===== src/rtl/dcache_responder.sv =====
// Direct-mapped write-through, no-write-allocate data cache answering the MEM-stage MemRead/MemWrite/Mready handshake.
// Read hit: same cycle. Read miss: LINE_WORDS x memory latency + 1. Write: memory latency + 1.
// The core stalls while Mready_o=0. The backing memory paces every beat and write with its one-cycle MemAck_i.
//
// Ports: clk_i/rst_n_i (async active-low), core side MemRead_i/MemWrite_i/Addr_i/WData_i -> RData_o/Mready_o,
//        memory side MemReq_o/MemWe_o/MemAddr_o/MemWData_o <- MemAck_i/MemRData_i.
// Optional: define DCACHE_STATS_EN to add HitCnt_o/MissCnt_o (read hits / refills, wrap at 2^32).
module dcache_responder #(
  parameter int SETS       = 16,
  parameter int LINE_WORDS = 4,
  parameter int ADDR_W     = 32
) (
  input  logic              clk_i,
  input  logic              rst_n_i,
  input  logic              MemRead_i,
  input  logic              MemWrite_i,
  input  logic [ADDR_W-1:0] Addr_i,
  input  logic [31:0]       WData_i,
  output logic [31:0]       RData_o,
  output logic              Mready_o,
  output logic              MemReq_o,
  output logic              MemWe_o,
  output logic [ADDR_W-1:0] MemAddr_o,
  output logic [31:0]       MemWData_o,
  input  logic              MemAck_i,
  input  logic [31:0]       MemRData_i
`ifdef DCACHE_STATS_EN
  ,
  output logic [31:0]       HitCnt_o,
  output logic [31:0]       MissCnt_o
`endif
);

  localparam int OFF_W  = $clog2(LINE_WORDS);
  localparam int IDX_W  = $clog2(SETS);
  localparam int IDX_LO = OFF_W + 2;
  localparam int TAG_LO = IDX_LO + IDX_W;
  localparam int TAG_W  = ADDR_W - TAG_LO;
  localparam logic [OFF_W-1:0] LAST_BEAT = OFF_W'(LINE_WORDS - 1);

  typedef enum logic [1:0] {IDLE, REFILL, WRITE, WDONE} state_t;

  state_t            state_q;
  logic [SETS-1:0]   valid_q;
  logic [TAG_W-1:0]  tag_q  [SETS];
  logic [31:0]       data_q [SETS][LINE_WORDS];
  logic [OFF_W-1:0]  beat_q;

  logic [OFF_W-1:0]  off;
  logic [IDX_W-1:0]  idx;
  logic [TAG_W-1:0]  tag;
  logic [IDX_W-1:0]  r_idx;
  logic [TAG_W-1:0]  r_tag;
  logic              hit;
  logic              rd_hit;
  logic              unused_addr;

  assign off = Addr_i[IDX_LO-1:2];
  assign idx = Addr_i[TAG_LO-1:IDX_LO];
  assign tag = Addr_i[ADDR_W-1:TAG_LO];
  assign unused_addr = ^Addr_i[1:0];

  // The line being refilled is taken from the outstanding memory address, so the
  // refill finishes on the right line even if the core withdraws its request.
  assign r_idx = MemAddr_o[TAG_LO-1:IDX_LO];
  assign r_tag = MemAddr_o[ADDR_W-1:TAG_LO];

  assign hit    = valid_q[idx] && (tag_q[idx] == tag);
  assign rd_hit = (state_q == IDLE) && !MemWrite_i && MemRead_i && hit;

  assign Mready_o = rd_hit || (state_q == WDONE);

  always_comb begin
    RData_o = '0;
    if (rd_hit) RData_o = data_q[idx][off];
  end

  always_ff @(posedge clk_i or negedge rst_n_i) begin
    if (!rst_n_i) begin
      state_q    <= IDLE;
      valid_q    <= '0;
      beat_q     <= '0;
      MemReq_o   <= 1'b0;
      MemWe_o    <= 1'b0;
      MemAddr_o  <= '0;
      MemWData_o <= '0;
`ifdef DCACHE_STATS_EN
      HitCnt_o   <= '0;
      MissCnt_o  <= '0;
`endif
    end else begin
      case (state_q)
        IDLE: begin
          if (MemWrite_i) begin
            state_q    <= WRITE;
            MemReq_o   <= 1'b1;
            MemWe_o    <= 1'b1;
            MemAddr_o  <= {Addr_i[ADDR_W-1:2], 2'b00};
            MemWData_o <= WData_i;
          end else if (MemRead_i && !hit) begin
            state_q      <= REFILL;
            valid_q[idx] <= 1'b0;  // a half-filled line must never hit
            beat_q       <= '0;
            MemReq_o     <= 1'b1;
            MemWe_o      <= 1'b0;
            MemAddr_o    <= {Addr_i[ADDR_W-1:IDX_LO], {OFF_W{1'b0}}, 2'b00};
`ifdef DCACHE_STATS_EN
            MissCnt_o    <= MissCnt_o + 32'd1;
`endif
          end
`ifdef DCACHE_STATS_EN
          if (rd_hit) HitCnt_o <= HitCnt_o + 32'd1;
`endif
        end
        REFILL: begin
          if (MemAck_i) begin
            if (beat_q == LAST_BEAT) begin
              state_q        <= IDLE;
              valid_q[r_idx] <= 1'b1;
              MemReq_o       <= 1'b0;
            end else begin
              beat_q                 <= beat_q + OFF_W'(1);
              MemAddr_o[IDX_LO-1:2]  <= beat_q + OFF_W'(1);
            end
          end
        end
        WRITE: begin
          if (MemAck_i) begin
            state_q  <= WDONE;
            MemReq_o <= 1'b0;
            MemWe_o  <= 1'b0;
          end
        end
        default: state_q <= IDLE;  // WDONE: the Mready_o pulse lasts exactly this one cycle
      endcase
    end
  end

  // Tag and data arrays need no reset: valid_q gates every use, and writes only
  // happen in REFILL/WRITE, which reset leaves immediately.
  always_ff @(posedge clk_i) begin
    if (state_q == REFILL && MemAck_i) begin
      data_q[r_idx][beat_q] <= MemRData_i;
      if (beat_q == LAST_BEAT) tag_q[r_idx] <= r_tag;
    end
    if (state_q == WRITE && MemAck_i && hit) data_q[idx][off] <= WData_i;
  end

endmodule


===== config.mk =====
export PLATFORM = sky130hd
export DESIGN_NAME = dcache_responder
export DESIGN_NICKNAME = d
export VERILOG_FILES = /design/src/rtl/dcache_responder.sv
export SDC_FILE = /design/constraint.sdc
export NUM_CORES = 2
export LEC_CHECK = 0
export BUFFER_PORTS_ARGS = -buffer_cell sky130_fd_sc_hd__buf_4
export CAP_MARGIN = 20
export CORE_UTILIZATION = 54
export CTS_CLUSTER_DIAMETER = 120
export CTS_CLUSTER_SIZE = 25
export DETAILED_ROUTE_END_ITERATION = 10
export GPL_ROUTABILITY_DRIVEN = 1
export GPL_TIMING_DRIVEN = 0
export HOLD_SLACK_MARGIN = 0.15
export PLACE_DENSITY_LB_ADDON = 0.15
export SLEW_MARGIN = 20
export SYNTH_ARGS = -nofsm -noshare
export SYNTH_HDL_FRONTEND = slang
export SYNTH_SLANG_ARGS = --single-unit
export TNS_END_PERCENT = 50

===== constraint.sdc =====
create_clock -name clk_i -period 4.8 [get_ports clk_i]
set_input_delay 0.96 -clock clk_i [delete_from_list [all_inputs] [get_ports clk_i]]
set_output_delay 0.96 -clock clk_i [all_outputs]
set_load 0.02 [all_outputs]

# After elaboration in Yosys (flattened, before gate mapping)
# Memory sizes are Yosys's and may differ from the RTL's.
# Index checks and enable logic that the tools add are counted.
# Widths: inputs -> output; s select.
[classes]
addsub = 1
n_lt_le_gt_ge = 8
eq_ne = 12
n_mux = 52
bitwise = 5
n_reduce_logical = 29
[op_table]
columns = ["op", "count"]
rows = [
  ["$mux 128", 4],
  ["$mux 32", 7],
  ["$demux 32 s2", 2],
  ["$reduce_or 128->1", 1],
  ["$bmux 32 s2", 1],
  ["$mux 16", 4],
  ["$pmux 16 s2", 1],
  ["$eq 24x24->1", 1],
  ["$mux 2", 9],
  ["$and 16x16->16", 1],
  ["$not 16->16", 1],
  ["$or 16x16->16", 1],
  ["$mux 1", 15],
  ["$reduce_and 5->1", 3],
  ["$logic_and 1x1->1", 12],
  ["$lt 4x5->1 const B", 2],
  ["$ne 2x2->1 const B", 5],
  ["$demux 1 s4", 2],
  ["$ge 4x1->1 const B", 2],
  ["$pmux 2 s2", 2],
  ["$reduce_and 4->1", 2],
  ["$eq 2x2->1 const B", 3],
  ["$ge 3x3->1 const B", 2],
  ["$lt 3x1->1 const B", 2],
  ["other kinds (17)", 22],
]
[totals]
regBits = 86
ramBits = 2432
in_bits = 101
output_inout_bits = 99
elab_cells = 117
mem_count = 2
[memory_table]
columns = ["memory", "words", "width", "rd", "rd_clocked_by_memory_dff", "wr", "line", "source"]
rows = [
  ["data_q", 16, 128, 1, 0, 1, "46", "logic [31:0] data_q [SETS][LINE_WORDS];"],
  ["tag_q", 16, 24, 1, 0, 1, "45", "logic [TAG_W-1:0] tag_q [SETS];"],
]

# Longest topological paths before layout
[logic_depth]
word_depth = 9
mapped_depth = 16
depth_no_buf = 9

# Worst setup path before layout
# Ideal clock, no wire load.
[synth_path]
path_kind = "input to register"
from = "input Addr_i[4]"
to = "memory data_q[8][100] (netlist name), enable pin"
arrival_ns = 5.090
setup_slack_ns = -0.711
cell_stages = 14
n_path_buf = 5
path_cell_list = "buf_6 buf_8 buf_12 buf_6 mux4_2 mux2i_1 xor2_1 o211ai_1 o31ai_1 nand4b_1 nor4_4 mux2_4 buf_6 nor2_1"
[synth_between]
elab_chain_cells = 8
word_cells_on_any_way = 11
classes_between = "1 x eq/ne; 6 x mux; 3 x reduce/logical; 1 x memory"
[synth_rtl]
columns = ["item", "line", "source"]
rows = [
  ["start, declared", "17", "input logic [ADDR_W-1:0] Addr_i,"],
  ["$mem_v2 16x24 or $bmux 1 s4 (tied branches)", "--", ""],
  ["$eq 24x24->1 or $mux 1 (tied branches)", "68", "assign hit = valid_q[idx] && (tag_q[idx] == tag);"],
  ["$logic_and 1x1->1", "68", ""],
  ["$logic_and 1x1->1", "146", "if (state_q == WRITE && MemAck_i && hit) data_q[idx][off] <= WData_i;"],
  ["$mux 1", "146", ""],
  ["$mux 128 (not written as such)", "146", ""],
  ["$reduce_or 128->1 (no line)", "--", ""],
  ["$mux 4 (no line) or $mux 128 (tied branches)", "--", ""],
  ["end, declared", "46", ""],
]
# Several ways; a longest one is shown, not always the timed one. The select of a mux whose other input is x is not followed.

# Final worst setup path
[layout_path]
from = "input Addr_i[4]"
to = "output RData_o[10]"
[layout_between]
elab_chain_cells = 5
word_cells_on_any_way = 11
classes_between = "1 x eq/ne; 6 x mux; 2 x reduce/logical; 2 x memory"
[layout_rtl]
columns = ["item", "line", "source"]
rows = [
  ["$mem_v2 16x24 (tied with other cells)", "--", ""],
  ["$eq 24x24->1 (tied with other cells)", "68", ""],
  ["$logic_and 1x1->1 or $mux 32 (tied branches)", "68, 75", ""],
  ["$logic_and 1x1->1 or $mux 32 (tied branches)", "69, 75", ""],
  ["$mux 32 (*)", "75", "if (rd_hit) RData_o = data_q[idx][off];"],
  ["end, declared", "19", "output logic [31:0] RData_o,"],
]
# Every way passes the cells marked *; elsewhere a longest branch is shown, timed or not. The select of a mux whose other input is x is not followed.

==> metrics.yaml <==
status:
  status: "finished, violations left"
  failed_checks: "negative setup slack"
critical_path:
  crit_arrival_ps: 4260
  crit_path_end_kind: "output pin"
  critPathKind: "input pin to output pin"
  crit_required_ps: 3840
  crit_fanout: 8
  startpoint_type: "input pin"
synth:
  synth.top_cells.by_area: "edfxtp_1, mux4_2, dfrtp_1"
  synth_edf_count: 2432
  netlist_area_um2: 98000
  synth_seq_area_share_pct: 76.7
  yosysTopAreaCell: "edfxtp_1"
  ys_warn_count: 0
  synthMostInstantiatedCell: "edfxtp_1"
  synth_common_cells: "edfxtp_1, mux4_2, clkbuf_1, mux2i_1, nor2_1"
  postSynthCellCount: 4174
  synth_seq_cells: 2516
  yosysUniqueCellTypes: 71
  postSynthAreaPerCell_um2: 23.5
  synth-async-reset-ratio_pct: 3.34
  synth_top_area_share_pct: 74.5
  synthFlopType: "edfxtp_1"
sta:
  fin_ws_ps: -424
  slew_viol_final: 0
  timing.final.crit_share_pct: 109
  min_period_ps: 5220
  fin_skew_ps: 38.2
  hold_viol_final: 0
  setup_viol: 33
  fmax_ghz: 0.191
  maxSlewHeadroom_pct: 22.9
  worst_slew_pin_slew_ps: 1160
  rsz0062_at_grt: "true"
clock_network:
  clock_latency_ps: 820
  h-tree-depth: 3
  cts_tree: "built"
  cts_buffers: 110
  cts_sinks: 2516
  cts_root_buf: "clkbuf_16"
  clock_path_buffers: 3
  clk_pin_slew_ps: 100
floorplan:
  core-area_um2: 179000
  die_y_um: 428
  start_util_pct: 54.6
  placementRows: 155
  fp.dieArea_um2: 183000
  die_x_um: 428
  io_pins: 200
global_route:
  grt_pass1_vias: 46900
  grt_pass1_wl_mm: 365
  grt-ovfl-total: 0
  grt_max_degree: 85
  grt.total_usage_pct: 28.8
  antenna_found_initial: 28
hold_path:
  hold_path_class: "input pin to async pin"
detailed_routing:
  wl_per_cell_um: 36.9
  via_per_inst: 6.66
  drtIter0Drc: 6324
  dr.pass1.iters: 6
  via_count: 47400
  routed_wl_mm: 263
  ant_nets: 0
  drc: 0
power:
  p_leak_nw: 35.9
  p_per_area_nw_per_um2: 372
  ir_drop_v: 0.000376
final_layout:
  layout-drive-gt1-share_pct: 36.2
  final_util_pct: 63.2
  postLayoutCellArea_um2: 113000
  nNetsFinal: 4819
  syn_to_final_growth_pct: 15.6
job:
  drv_cap: 0
placed_design:
  dp_hpwl_mm: 174
  routabilityCongestion: 0.863
  post_dp_cell_area_um2: 106000
  pre_cts_slack_ps: -3070
  io_buffers: 184
[layout by cell type, fill, tap and decap left out, types with 26 or more instances in the layout]
master	netlist	final
buf_12	1	88
buf_16	0	116
buf_4	14	221
buf_6	14	69
clkbuf_1	131	72
clkbuf_16	0	135
clkbuf_2	0	26
clkbuf_4	0	35
clkbuf_8	0	27
dfrtp_1	84	84
edfxtp_1	2432	2432
mux2_2	63	51
mux2_4	4	36
mux2i_1	127	110
mux4_2	726	726
nand2_1	28	28
nor2_1	110	29
nor2_4	0	81
nor2b_4	0	29
[layer usage]
| layer | track usage, % | wire length [µm] | vias to the layer above | part of all wire, % |
|---|---|---|---|---|
| met4 | 10.9 | 11300 | 6 | 4.3 |
| met5 | 0 | 43 | - | 0.016 |
| met3 | 4.67 | 22600 | 424 | 8.6 |
| li1 | - | - | 18800 | - |
| met1 | 40.4 | 101000 | 25900 | 39 |
| met2 | 46.1 | 127000 | 2309 | 48 |
[area by class of cell]
type	instances	area, µm²
clock inverter	7	105
fill	11700	66100
clock buffer	155	2940
sequential	2516	75100
tap	2355	2950
timing repair buffer	426	6430
buffer	234	2740
antenna	7	17.5
multi-input combinational	1404	22900
inverter	17	63.8
[path summary, 6_finish.rpt]
path / slack (ps) / cells after the start / endpoint / from
hold reg to reg: 520 / 1 / MemWData_o[31] / MemWData_o[31]
min in group clk_i: 370 / 2 / MemWData_o[17] / WData_i[17]
max in group asynchronous: 3850 / 1 / MemAddr_o[15] / rst_n_i
setup / recovery: -420 / 14 / RData_o[10] / Addr_i[4]
hold / removal: 200 / 1 / MemAddr_o[19] / rst_n_i
setup reg to reg: 270 / 11 / data_q[9][48] / tag_q[10][5]
[cell families after synthesis]
family          count (synthesis)  share of synthesized area, %
flops                        2516                          76.7
compound gates                140                          1.09
xor+xnor                       31                         0.277
buf+inv                       255                          1.27
other cells                     1                       0.00383
mux                           960                          19.2
fa+ha+maj                       9                         0.115
simple gates                  262                          1.34
[sequential cells by signal, summed over array words and instances, names as in the netlist]
name and flops:
MemWe_o 1, MemAddr_o 30, tag_q 384, valid_q 16
state_q 2, beat_q 2, MemReq_o 1, data_q 2048
MemWData_o 32
[timing repair]
item,in CTS,in global routing
pin swaps,14,26
gates resized for setup,570,59
setup endpoints to repair,4149,798
hold buffers,0,0
buffers inserted,55,34
cloned,18,8
[critical path: stages]
cell       delay, ps
buf_8             80
buf_12           110
buf_12           120
buf_12           120
buf_12           110
buf_16           160
buf_16           200
clkbuf_16        260
buf_12           160
mux4_2           500
mux4_2           560
mux4_2           540
nor2b_4          180
buf_4            160
[power breakdown]
part	leakage [nW]	internal, W	switching, W
Clock	1.47	0.00431	0.00659
Combinational	11.6	0.00220	0.00318
Sequential	22.9	0.0251	0.000759
Total	35.9	0.0317	0.0105
[stage by stage]
step                hold WS (ps)  setup TNS [ps]  instances  power (W)
floorplan                    459         -343570       4175     0.0288
global placement             476               -       6714     0.0310
detailed placement           494        -6722230       6846     0.0314
CTS                          239          -13420       7080     0.0422
global route                 254          -12920       7116     0.0433
finish                       200          -12210       7121     0.0422
No activity file was read; power rests on OpenSTA's default activity.
